### src/rtl/sync_fifo_pkg.sv
// Shared types and helpers for the frame-aware FIFO.
//   wr_state_e  : write-side frame FSM states
//   entry_width : width of one stored beat (data plus last flag)
package sync_fifo_pkg;

   typedef enum logic [1:0] {
      StIdle    = 2'd0,
      StActive  = 2'd1,
      StDiscard = 2'd2
   } wr_state_e;

   localparam int unsigned LP_LAST_W = 1;

   function automatic int unsigned entry_width(input int unsigned data_width);
      return data_width + LP_LAST_W;
   endfunction

endpackage

### src/rtl/sdp_ram.sv
// Simple dual-port RAM: one write port, one read port.
//   clk_i, rst_ni          clock, async active-low reset (read register only)
//   wr_en_i/addr/data      synchronous write port
//   rd_en_i, rd_addr_i     read enable / address
//   rd_data_o              read data: combinational when P_ASYNC_RD != 0, else registered
//                          (updated on rd_en_i, held otherwise)
module sdp_ram #(
   parameter int unsigned P_WIDTH      = 9,
   parameter int unsigned P_ADDR_WIDTH = 4,
   parameter int unsigned P_ASYNC_RD   = 1
) (
   input  logic                    clk_i,
   input  logic                    rst_ni,
   input  logic                    wr_en_i,
   input  logic [P_ADDR_WIDTH-1:0] wr_addr_i,
   input  logic [P_WIDTH-1:0]      wr_data_i,
   input  logic                    rd_en_i,
   input  logic [P_ADDR_WIDTH-1:0] rd_addr_i,
   output logic [P_WIDTH-1:0]      rd_data_o
);

   logic [P_WIDTH-1:0] r_mem [2**P_ADDR_WIDTH];

   always_ff @(posedge clk_i) begin
      if (wr_en_i) r_mem[wr_addr_i] <= wr_data_i;
   end

   if (P_ASYNC_RD != 0) begin : g_async
      // Output forced to zero when not enabled or while reset is asserted.
      assign rd_data_o = (rd_en_i && rst_ni) ? r_mem[rd_addr_i] : '0;
   end else begin : g_sync
      logic [P_WIDTH-1:0] r_rd_data;
      always_ff @(posedge clk_i or negedge rst_ni) begin
         if (!rst_ni)      r_rd_data <= '0;
         else if (rd_en_i) r_rd_data <= r_mem[rd_addr_i];
      end
      assign rd_data_o = r_rd_data;
   end

endmodule

### src/rtl/sync_pkt_fifo.sv
// Frame-aware synchronous FIFO. Beats are written speculatively and become
// readable only when the frame's last beat commits; frames may be dropped
// mid-write or are auto-discarded on overflow.
//   clk_i, rst_ni                    clock, async active-low reset
//   wr_i, data_i, last_i, drop_i     write side
//   rd_i, data_o, last_o             read side
//   empty_o, full_o, afull_o, aempty_o, fill_level_o, frame_cnt_o   status
//   overflow_o, underflow_o          1-cycle error pulses
module sync_pkt_fifo
   import sync_fifo_pkg::*;
#(
   parameter int unsigned P_DATA_WIDTH    = 8,
   parameter int unsigned P_ADDR_WIDTH    = 4,
   parameter int unsigned P_FWFT          = 1,
   parameter int unsigned P_AFULL_THRESH  = 12,
   parameter int unsigned P_AEMPTY_THRESH = 2
) (
   input  logic                    clk_i,
   input  logic                    rst_ni,
   input  logic                    wr_i,
   input  logic [P_DATA_WIDTH-1:0] data_i,
   input  logic                    last_i,
   input  logic                    drop_i,
   input  logic                    rd_i,
   output logic [P_DATA_WIDTH-1:0] data_o,
   output logic                    last_o,
   output logic                    empty_o,
   output logic                    full_o,
   output logic                    afull_o,
   output logic                    aempty_o,
   output logic [P_ADDR_WIDTH:0]   fill_level_o,
   output logic [P_ADDR_WIDTH:0]   frame_cnt_o,
   output logic                    overflow_o,
   output logic                    underflow_o
);

   localparam int unsigned LP_DEPTH   = 2**P_ADDR_WIDTH;
   localparam int unsigned LP_ENTRY_W = entry_width(P_DATA_WIDTH);

   typedef logic [P_ADDR_WIDTH:0] ptr_t;
   typedef struct packed {
      logic                    last;
      logic [P_DATA_WIDTH-1:0] data;
   } entry_t;

   localparam ptr_t LP_ONE    = ptr_t'(1);
   localparam ptr_t LP_DEPTHP = ptr_t'(LP_DEPTH);
   localparam ptr_t LP_AFULL  = ptr_t'(P_AFULL_THRESH);
   localparam ptr_t LP_AEMPTY = ptr_t'(P_AEMPTY_THRESH);

   ptr_t                r_wr_ptr, r_cmt_ptr, r_rd_ptr, r_frame_cnt;
   wr_state_e           r_state;
   logic                r_overflow, r_underflow;
   // Last flags mirrored outside the RAM so frame counting works in both read modes.
   logic [LP_DEPTH-1:0] r_last_flags;

   ptr_t                  w_used, w_fill;
   logic                  w_full, w_empty, w_rd_acc, w_wr_en, w_commit, w_dec, w_ram_rd_en;
   logic [LP_ENTRY_W-1:0] w_ram_wdata, w_ram_rdata;
   entry_t                w_wr_entry, w_rd_entry;

   // Flags come from registered pointers only: no same-cycle read/write bypass.
   assign w_used   = r_wr_ptr - r_rd_ptr;
   assign w_fill   = r_cmt_ptr - r_rd_ptr;
   assign w_full   = (w_used == LP_DEPTHP);
   assign w_empty  = (r_cmt_ptr == r_rd_ptr);
   assign w_rd_acc = rd_i & ~w_empty;

   // drop_i wins over a same-cycle beat; DISCARD swallows every beat.
   assign w_wr_en  = (r_state != StDiscard) & wr_i & ~drop_i & ~w_full;
   assign w_commit = w_wr_en & last_i;
   assign w_dec    = w_rd_acc & r_last_flags[r_rd_ptr[P_ADDR_WIDTH-1:0]];

   always_ff @(posedge clk_i or negedge rst_ni) begin
      if (!rst_ni) begin
         r_wr_ptr    <= '0;
         r_cmt_ptr   <= '0;
         r_rd_ptr    <= '0;
         r_frame_cnt <= '0;
         r_state     <= StIdle;
         r_overflow  <= 1'b0;
         r_underflow <= 1'b0;
      end else begin
         r_overflow  <= 1'b0;
         r_underflow <= rd_i & w_empty;
         if (w_rd_acc) r_rd_ptr <= r_rd_ptr + LP_ONE;

         unique case ({w_commit, w_dec})
            2'b10:   r_frame_cnt <= r_frame_cnt + LP_ONE;
            2'b01:   r_frame_cnt <= r_frame_cnt - LP_ONE;
            default: r_frame_cnt <= r_frame_cnt;
         endcase

         unique case (r_state)
            StIdle, StActive: begin
               if (drop_i) begin
                  r_wr_ptr <= r_cmt_ptr;
                  r_state  <= StIdle;
               end else if (wr_i && w_full) begin
                  r_wr_ptr   <= r_cmt_ptr;
                  r_overflow <= 1'b1;
                  // An overflowing last beat already closes the frame.
                  r_state    <= last_i ? StIdle : StDiscard;
               end else if (wr_i) begin
                  r_wr_ptr <= r_wr_ptr + LP_ONE;
                  if (last_i) begin
                     r_cmt_ptr <= r_wr_ptr + LP_ONE;
                     r_state   <= StIdle;
                  end else begin
                     r_state   <= StActive;
                  end
               end
            end
            StDiscard: begin
               if (drop_i || (wr_i && last_i)) r_state <= StIdle;
            end
            default: r_state <= StIdle;
         endcase
      end
   end

   always_ff @(posedge clk_i) begin
      if (w_wr_en) r_last_flags[r_wr_ptr[P_ADDR_WIDTH-1:0]] <= last_i;
   end

   assign w_wr_entry  = '{last: last_i, data: data_i};
   assign w_ram_wdata = w_wr_entry;
   // FWFT presents the head whenever data is committed; otherwise load on accepted read.
   assign w_ram_rd_en = (P_FWFT != 0) ? ~w_empty : w_rd_acc;

   sdp_ram #(
      .P_WIDTH      (LP_ENTRY_W),
      .P_ADDR_WIDTH (P_ADDR_WIDTH),
      .P_ASYNC_RD   (P_FWFT)
   ) u_ram (
      .clk_i     (clk_i),
      .rst_ni    (rst_ni),
      .wr_en_i   (w_wr_en),
      .wr_addr_i (r_wr_ptr[P_ADDR_WIDTH-1:0]),
      .wr_data_i (w_ram_wdata),
      .rd_en_i   (w_ram_rd_en),
      .rd_addr_i (r_rd_ptr[P_ADDR_WIDTH-1:0]),
      .rd_data_o (w_ram_rdata)
   );

   assign w_rd_entry   = entry_t'(w_ram_rdata);
   assign data_o       = w_rd_entry.data;
   assign last_o       = w_rd_entry.last;
   assign empty_o      = w_empty;
   assign full_o       = w_full;
   assign afull_o      = (w_used >= LP_AFULL);
   assign aempty_o     = (w_fill <= LP_AEMPTY);
   assign fill_level_o = w_fill;
   assign frame_cnt_o  = r_frame_cnt;
   assign overflow_o   = r_overflow;
   assign underflow_o  = r_underflow;

endmodule

### config.mk
export PLATFORM = sky130hd
export DESIGN_NAME = sync_pkt_fifo
export DESIGN_NICKNAME = d
export VERILOG_FILES = /design/src/rtl/sync_fifo_pkg.sv /design/src/rtl/sdp_ram.sv /design/src/rtl/sync_pkt_fifo.sv
export SDC_FILE = /design/constraint.sdc
export NUM_CORES = 1
export LEC_CHECK = 0
export ABC_AREA = 1
export BUFFER_PORTS_ARGS = -buffer_cell sky130_fd_sc_hd__buf_2
export CAP_MARGIN = 25
export CELL_PAD_IN_SITES_DETAIL_PLACEMENT = 0
export CELL_PAD_IN_SITES_GLOBAL_PLACEMENT = 1
export CORE_ASPECT_RATIO = 1.25
export CORE_MARGIN = 2
export CORE_UTILIZATION = 49
export DETAILED_ROUTE_END_ITERATION = 10
export HOLD_SLACK_MARGIN = 0.03
export PLACE_DENSITY = 0.81
export SYNTH_ARGS = -nofsm -noshare
export SYNTH_HDL_FRONTEND = slang
export SYNTH_HIERARCHICAL = 1
export SYNTH_SLANG_ARGS = --single-unit
### constraint.sdc
create_clock -name clk_i -period 3.65 [get_ports clk_i]
set_input_delay 0.9125 -clock clk_i [delete_from_list [all_inputs] [get_ports clk_i]]
set_output_delay 0.9125 -clock clk_i [all_outputs]
set_load 0.05 [all_outputs]
---- Yosys cells after proc, flatten, opt, wreduce, memory -nomap -nowiden ----
Memory sizes are Yosys's and may differ from the RTL's.
Cells that the tools add are included.
W data, S select, Z words.
storage, ports and cells
  flip-flop bits (word level) ............. 40
  latch bits .............................. 0
  memory bits (writable) .................. 144
  ROM bits ................................ 0
  output and inout bits ................... 25
  memories kept ........................... 1
cells by class
  add/subtract/negate cells ............... 6
  $mul .................................... 0
  divide/modulo/power cells ............... 0
  order comparisons ....................... 5
  equality and inequality tests ........... 9
  shift-type cells ........................ 0
  multiplexer cells ....................... 22
  bitwise logic cells ..................... 11
  reduce and logical (&&, ||, !) cells .... 12
memory list
  memory       words  bits a word  rd ports  clocked after Yosys merged registers in  wr ports  line           text
  u_ram.r_mem  16     9            1         0                                        1         sdp_ram.sv:22  logic [P_WIDTH-1:0] r_mem [2**P_ADDR_WIDTH];
operators by type and width
  cell                   count
  $bwmux W16             1
  $add A5 B1 Y5 const B  3
  $mux W5                3
  $lt A4 B5 Y1 const B   2
  $mux W2                5
  $pmux W5 S2            1
  $sub A5 B5 Y5          2
  $mux W9                1
  $mux W1                8
  $and A1 B1 Y1          7
  $eq A5 B5 Y1           1
  $eq A5 B5 Y1 const B   1
  $ge A5 B4 Y1 const B   1
  $le A5 B2 Y1 const B   1
  $reduce_and A5 Y1      1
  $sub A5 B1 Y5 const B  1
  $bmux W1 S4            1
  $demux W1 S4           1
  $eq A2 B1 Y1 const B   2
  $eq A2 B2 Y1 const B   2
  $ge A4 B1 Y1 const B   1
  $logic_and A1 B1 Y1    4
  $ne A2 B2 Y1 const B   2
  $ne A4 B4 Y1 const B   1
  8 further kinds        12

---- Logic depth before layout (Yosys ltp) ----
Gate-level depths: netlist of run 1.
  depth in word-level cells ............... 7
  gate-level depth with buffers ........... 22

---- By module ----
The synthesis of run 1 kept the hierarchy.
by module, submodules not included
  module         instances  cells each  area each (um^2)  sequential area each (um^2)
  sdp_ram        1          589         6233.5            4324.1
  sync_pkt_fifo  1          302         2529.9            1081.0

---- Worst setup path before layout of run 1 ----
No wires, ideal clock.
  kind .................................... register -> output
  start point ............................. register r_rd_ptr[1]
  end point ............................... output aempty_o
  arrival time ............................ 3.024 ns
  data required time ...................... 2.738 ns
  slack ................................... -0.287 ns
  stages on the path, launching flop included .. 7
  buffers on the path ..................... 0
  path through ............................ dfrtp_1 inv_1 fa_1 nand3_1 nand2_1 xor2_1 nor4_1
on the way
  longest elaborated chain between the ends .. 2
ends and longest elaborated chain
  element                   line                  text
  start: declaration        sync_pkt_fifo.sv:51   ptr_t r_wr_ptr, r_cmt_ptr, r_rd_ptr, r_frame_cnt;
  start signal: assignment  sync_pkt_fifo.sv:86   if (w_rd_acc) r_rd_ptr <= r_rd_ptr + LP_ONE;
  $sub A5 B5 Y5             sync_pkt_fifo.sv:64   assign w_fill = r_cmt_ptr - r_rd_ptr;
  via fill_level_o[4]       sync_pkt_fifo.sv:31   output logic [P_ADDR_WIDTH:0] fill_level_o,
  $le A5 B2 Y1              sync_pkt_fifo.sv:152  assign aempty_o = (w_fill <= LP_AEMPTY);
  end: declaration          sync_pkt_fifo.sv:30   output logic aempty_o,
The timed path passes the listed nets, and every way through them passes these cells.

---- Worst setup path after layout of run 1 ----
  start point ............................. register r_rd_ptr[0]
  end point ............................... output last_o
on the way
  longest elaborated chain between the ends .. 4
  elaborated cells between the ends (all ways) .. 5
  those cells by class .................... eq/ne: 1; mux: 1; bitwise: 1; reduce/logical: 1; memory: 1
ends and longest elaborated chain
  element              line                  text
  $eq A5 B5 Y1         sync_pkt_fifo.sv:66   assign w_empty = (r_cmt_ptr == r_rd_ptr);
  $not A1 Y1           sync_pkt_fifo.sv:129  assign w_ram_rd_en = (P_FWFT != 0) ? ~w_empty : w_rd_acc;
  via w_ram_rd_en      sync_pkt_fifo.sv:58   logic w_full, w_empty, w_rd_acc, w_wr_en, w_commit, w_dec, w_ram_rd_en;
  $logic_and A1 B1 Y1  sdp_ram.sv:30         assign rd_data_o = (rd_en_i && rst_ni) ? r_mem[rd_addr_i] : '0;
  $mux W9              sdp_ram.sv:30
  end: declaration     sync_pkt_fifo.sv:26   output logic last_o,
The timed path passes the listed nets, and every way through them passes these cells.

==> results.py, run 1 <==
metrics = {
    "layout": {
        "multiInputGateArea_um2": 2696,
        "diodes": 0,
        "final_util_pct": 56.01,
        "fin_nets": 978,
        "design_area_um2": 9802,
        "regArea_um2": 5406,
        "nFillCells": 1590,
        "drive_above_1_share_pct": 12.21,
        "syn2layout_area_growth_pct": 11.85,
    },
    "clocking": {
        "htreeDepth": 4,
        "ctsHoldBuffers": 0,
        "clock_latency_ns": 0.43,
        "cts_setup_buffers": 0,
        "cts-resized-gates": 0,
        "clk_pin_slew_worst_paths_ns": 0.07,
        "numCtsBuffers": 17,
        "cts_buffer_depth": 2,
        "cts_root_buf": "clkbuf_16",
        "cts.sinks": 184,
        "cts_tree": "yes",
    },
    "detailed_routing": {
        "ant_nets": 0,
        "firstDrtPassIters": 5,
        "wl_per_cell_um": 16.52,
        "vias": 5990,
        "drtIter0Drc": 478,
        "drc": 0,
        "via_per_inst": 5.068,
        "drt_wl_total_mm": 19.53,
    },
    "timing": {
        "rsz0062_at_grt": "no",
        "setup_viol": 0,
        "fmax_ghz": 0.2891,
        "timing.final.crit_share_pct": 94.77,
        "max_slew_margin_pct": 62.04,
        "finalHoldViolations": 0,
        "slew_violations": 0,
        "clock_skew_ns": 0.01037,
        "worst_slew_pin_slew_ns": 0.5693,
        "timing.final.ws_setup_ns": 0.1910,
        "tns_ns": 0,
        "worst_hold_slack_ns": 0.4631,
        "fin_crit_ns": 3.459,
    },
    "die": {
        "rows": 54,
        "die_y_um": 153.5,
        "initial_core_util_pct": 50.08,
        "io-pin-count": 39,
        "core-area_um2": 17500,
        "dieArea_um2": 18980,
        "die_w_um": 123.6,
    },
    "yosys": {
        "ys.warnings.count": 6,
        "yosysTopAreaCell": "edfxtp_1",
        "syn_area_per_cell_um2": 9.835,
        "synth_most_common_cell": "nand2_1",
        "synthTopCellsByCount": "302 x nand2_1, 160 x edfxtp_1, 113 x inv_1",
        "synth-edff-count": 160,
        "synth_area_leaders": "edfxtp_1 55%, nand2_1 13%, dfrtp_1 6.9%, nand3_1 6.4%, inv_1 4.8%",
        "seq_area_frac_synth_pct": 61.68,
        "synth.top_cell.area_share_pct": 54.83,
        "synth_area_um2": 8763,
        "synthArstFlopShare_pct": 13.04,
        "yosys_most_used_dff": "edfxtp_1",
        "netlist-cell-type-count": 39,
        "synthesis.nets": 924,
        "ys_ff_latch": 184,
        "syn_inst": 891,
    },
    "setup_path": {
        "arrival_ns": 2.55,
        "crit_path_max_fanout": 14,
        "worstSetupEndpointType": "output pin",
        "r2r_cells": 18,
        "crit_start": "r_rd_ptr[0]",
        "rr_startpoint": "r_wr_ptr[2]",
        "required_ns": 2.74,
        "startpoint_type": "flop",
        "worst-setup-path-type": "flop to output pin",
    },
    "flow_run": {
        "drv_cap": 0,
    },
    "power": {
        "pwr-share-comb_pct": 48.0,
        "cellInternalPower_uw": 4626,
        "power_frac_seq_pct": 31.3,
        "p_switching_uw": 3962,
        "p_leak_uw": 0.004308,
        "p_per_area_nw_per_um2": 876.2,
        "p_sw_share_pct": 46.13,
        "vdd_drop_max_mv": 1.492,
        "p_clk_share_pct": 20.7,
    },
    "place": {
        "io_buffers": 38,
        "dp_hpwl_mm": 12.05,
        "place.gp.congestion": 0.8191,
        "place_area_um2": 9229,
        "pre_cts_slack_ns": 0.4493,
    },
    "hold_path": {
        "hp-class": "flop to flop",
        "min_from": "frame_cnt_o[4]",
        "min_path_cells": 1,
    },
    "grt": {
        "antenna_found_initial": 0,
        "grt_overflow": 0,
        "grt_max_degree": 73,
        "grt_first_pass_wirelength_mm": 31.03,
        "first_global_vias": 5782,
        "gr-usage-all-layers_pct": 22.02,
    },
    "outcome": {
        "outcome": "completed",
    },
}
-- cell families (layout without fill, tap and decap cells) --
kind of cell,Yosys count,after routing,synth area share (%)
flops,184,184,61.68
simple gates,491,491,24.14
xor+xnor,15,15,1.499
compound gates,35,35,2.170
fa+ha+maj,19,19,2.884
buf+inv,147,214,7.624
-- flip-flops by register name, summed over array words and instances (netlist names) --
register	cells
r_wr_ptr	5
overflow_o	1
u_ram/r_mem	144
r_state	2
r_last_flags	16
frame_cnt_o	5
r_cmt_ptr	5
underflow_o	1
r_rd_ptr	5
-- routing by layer --
layer  GRT usage, %  vias to the layer above  wire [um]
met5              0                        -          0
met4          7.630                        0        412
met3          4.191                       23        764
met2          37.96                      118       9990
met1          27.46                     2847       8363
li1               -                     3002          -
-- layout make-up --
cell class              instances  area share [%]
clock buffers                  17           4.340
flip-flops and latches        184           55.16
inverters                     118           4.570
repair buffers                 64           4.098
well taps                     224           2.859
multi-input cells             560           27.51
clock inverters                15           1.468
-- through the flow --
step | total power, uW | std cells
6_report | 8588 | 1182
5_1_grt | 9170 | 1182
4_1_cts | 8672 | 1182
3_5_place_dp | 6890 | 1150
3_3_place_gp | 6872 | 1150
2_1_floorplan | 5955 | 891
-- placed cells by master (no fill, tap or decap), types with 2 or more instances in the layout --
cell type | synthesis | routed
a21oi_1 | 23 | 23
a22oi_1 | 2 | 2
buf_2 | 11 | 38
buf_4 | 6 | 24
clkbuf_16 | 0 | 17
clkinv_1 | 2 | 3
clkinv_2 | 0 | 2
clkinv_4 | 0 | 2
clkinvlp_4 | 0 | 3
dfrtp_1 | 24 | 23
edfxtp_1 | 160 | 160
fa_1 | 2 | 2
ha_1 | 17 | 17
inv_1 | 113 | 113
inv_2 | 2 | 2
inv_6 | 1 | 4
inv_8 | 0 | 3
nand2_1 | 302 | 302
nand2_2 | 4 | 4
nand2_4 | 2 | 2
nand3_1 | 112 | 112
nand3b_1 | 4 | 4
nor2_1 | 53 | 53
nor4_2 | 1 | 2
o21ai_0 | 6 | 6
or2_2 | 4 | 4
xnor2_1 | 5 | 5
xor2_1 | 10 | 10
-- critical path, cell delays in order, from the launching register on --
cell	delay, ns
dfrtp_2	0.59
ha_1	0.34
nand2_1	0.08
nor2_1	0.05
nand2_2	0.09
nand2_1	0.28
a21oi_1	0.36
buf_2	0.32
-- worst paths after layout --
check	to	slack (ns)
worst min-delay path	frame_cnt_o[4]	0.46
worst min register to register	frame_cnt_o[4]	0.46
worst max-delay path	last_o	0.19
max in group asynchronous	r_rd_ptr[0]	2.86
worst max register to register	frame_cnt_o[4]	0.47
min in group asynchronous	frame_cnt_o[3]	0.50
-- power groups by stage --
stage               clock [uW]  combinational (uW)  sequential [uW]
global placement             0                4150             2730
detailed placement           0                4160             2730
finish                    1780                4130             2690
global route              1890                4560             2720
CTS                       1810                4170             2690
floorplan                    0                3170             2780
No activity file was read; power rests on OpenSTA's default activity.
==> run 2, diff against run 1 <==
--- a/config.mk
+++ b/config.mk
@@ -10,12 +10,13 @@
 export CAP_MARGIN = 25
 export CELL_PAD_IN_SITES_DETAIL_PLACEMENT = 0
 export CELL_PAD_IN_SITES_GLOBAL_PLACEMENT = 1
-export CORE_ASPECT_RATIO = 1.25
-export CORE_MARGIN = 2
-export CORE_UTILIZATION = 49
+export CORE_ASPECT_RATIO = 1.4
+export CORE_MARGIN = 1
+export CORE_UTILIZATION = 51
+export CTS_BUF_LIST = sky130_fd_sc_hd__clkbuf_8
 export DETAILED_ROUTE_END_ITERATION = 10
 export HOLD_SLACK_MARGIN = 0.03
-export PLACE_DENSITY = 0.81
+export PLACE_DENSITY = 0.84
 export SYNTH_ARGS = -nofsm -noshare
 export SYNTH_HDL_FRONTEND = slang
 export SYNTH_HIERARCHICAL = 1
==> run 2 against run 1 <==
  * Count of clock-buffer cells in the layout unchanged
  * Register-to-register slack got worse by 0.02 ns
  * Clock skew is 0.0063 ns higher
  * Via count is 0.77% higher
  * Combinational power rose by 1%
  * Clock power shrank 16%
  * First-iteration DRC count decreased by 18%
  * Critical path type unchanged
==> results.py, run 2 (synthesized netlist as in run 1, its figures left out) <==
metrics = {
    "outcome": {
        "outcome": "completed",
    },
    "detailed_routing": {
        "ant_nets": 0,
        "drt_wl_total_mm": 19.60,
        "drtIter0Drc": 394,
        "drc": 0,
        "firstDrtPassIters": 5,
        "via_per_inst": 5.194,
        "vias": 6036,
        "wl_per_cell_um": 16.87,
    },
    "clocking": {
        "numCtsBuffers": 17,
        "clk_pin_slew_worst_paths_ns": 0.10,
        "cts-resized-gates": 0,
        "cts.sinks": 184,
        "htreeDepth": 4,
        "clock_latency_ns": 0.47,
        "cts_root_buf": "clkbuf_8",
        "cts_setup_buffers": 0,
        "cts_tree": "yes",
        "ctsHoldBuffers": 0,
        "cts_buffer_depth": 2,
    },
    "timing": {
        "setup_viol": 0,
        "timing.final.crit_share_pct": 95.01,
        "finalHoldViolations": 0,
        "fin_crit_ns": 3.468,
        "timing.final.ws_setup_ns": 0.1822,
        "tns_ns": 0,
        "fmax_ghz": 0.2884,
        "rsz0062_at_grt": "no",
        "max_slew_margin_pct": 62.11,
        "worst_slew_pin_slew_ns": 0.5684,
        "slew_violations": 0,
        "clock_skew_ns": 0.01668,
    },
    "layout": {
        "max_flop_register": "u_ram/r_mem",
        "nFillCells": 1489,
        "diodes": 0,
        "multiInputGateArea_um2": 2696,
        "drive_above_1_share_pct": 12.41,
        "regArea_um2": 5406,
        "final_cell_mix": "302 x nand2_1, 160 x edfxtp_1, 113 x inv_1",
        "stdcell_count": 1162,
        "syn2layout_area_growth_pct": 10.22,
        "fin_nets": 979,
        "final_common_cell": "nand2_1",
        "largest_reg_flops": 144,
    },
    "setup_path": {
        "startpoint_type": "flop",
        "crit_cells": 9,
        "crit_chain": "buf_4, inv_6, nand2_1, nand2_1, nand2_1, nand3_1, nand3_1, a21oi_1, buf_2",
        "path_buf_inv": 3,
        "worst-setup-path-type": "flop to output pin",
        "crit_slowest_cell": "dfrtp_2",
        "slowest_delay_ns": 0.45,
        "crit_path_max_fanout": 72,
        "arrival_ns": 2.56,
        "required_ns": 2.74,
        "cp_top_family": "buffers and inverters",
        "cpMostUsedCell": "nand2_1",
        "r2r_slack_ns": 0.45,
        "worstSetupEndpointType": "output pin",
        "r2r_cells": 18,
    },
    "grt": {
        "first_global_vias": 5610,
        "grt_max_degree": 74,
        "antenna_found_initial": 0,
        "grt_overflow": 0,
        "gr-usage-all-layers_pct": 23.65,
        "grt_first_pass_wirelength_mm": 30.55,
    },
    "place": {
        "io_buffers": 38,
        "dp_cells": 1130,
        "pre_cts_slack_ns": 0.4416,
        "dp_hpwl_mm": 12.35,
        "place.gp.congestion": 0.8433,
    },
    "flow_run": {
        "drv_cap": 0,
    },
    "die": {
        "rows": 56,
        "core-area_um2": 16820,
        "io-pin-count": 39,
        "initial_core_util_pct": 52.11,
        "die_y_um": 157.1,
        "die_w_um": 112.8,
        "dieArea_um2": 17720,
    },
    "power": {
        "p_per_area_nw_per_um2": 862.4,
        "p_leak_uw": 0.004258,
        "vdd_drop_max_mv": 1.871,
    },
    "hold_path": {
        "hp-class": "input pin to asynchronous set/reset pin",
    },
}
run 2: cell count changes in the layout (fill, tap and decap cells not counted), sizes merged:
cell      previous run  this run
inv                122       124
bufinv               1         3
clkinvlp             3         2
buf                 64        65
clkinv               7         4
run 2: final timing paths:
path / startpoint / end
min reg2reg: frame_cnt_o[4] / frame_cnt_o[4]
max in group asynchronous: rst_ni / r_rd_ptr[0]
min: rst_ni / underflow_o
min in group clk_i: frame_cnt_o[4] / frame_cnt_o[4]
max reg2reg: r_wr_ptr[2] / frame_cnt_o[4]
max: r_rd_ptr[0] / data_o[3]
run 2: metal layers:
metal	GRT usage, %	part of all wire [%]
met1	28.08	40
met2	42.86	53
met3	3.966	4.5
met4	8.952	2.0
met5	0	0
run 2: area by class of cell:
type | count | share of cell area (%)
flip-flops and latches | 184 | 55.97
inverters | 118 | 4.637
repair buffers | 65 | 4.326
multi-input cells | 560 | 27.91
clock buffers | 17 | 2.422
clock inverters | 15 | 2.098
well taps | 203 | 2.630
run 2: stage by stage:
step	utilization, %	instance area, um2	power, uW	hold WS (ns)
detailed placement	54.84	9223	6905	0.4566
finish	57.44	9659	8330	0.4516
global route	57.44	9659	8904	0.4631
global placement	54.84	9223	6887	0.4548
floorplan	-	8770	5955	0.4417
CTS	57.44	9659	8392	0.4392
run 2: report_power, final:
part | switching (uW) | internal (uW) | total (uW) | leakage, uW
clock network | 779 | 706 | 1490 | 0.000215
registers | 163 | 2500 | 2660 | 0.00173
logic | 2990 | 1190 | 4180 | 0.00231
run 2: worst reg2reg max path, delay by kind of cell (launching register included):
family                   cells  cell delay [ns]
AND/OR/NAND/NOR             11             1.15
adder cells (fa/ha/maj)      3             1.04
flip-flops                   1             0.51
buffers and inverters        2             0.22
XOR/XNOR                     1             0.15
AO/OA/AOI/OAI                1             0.06
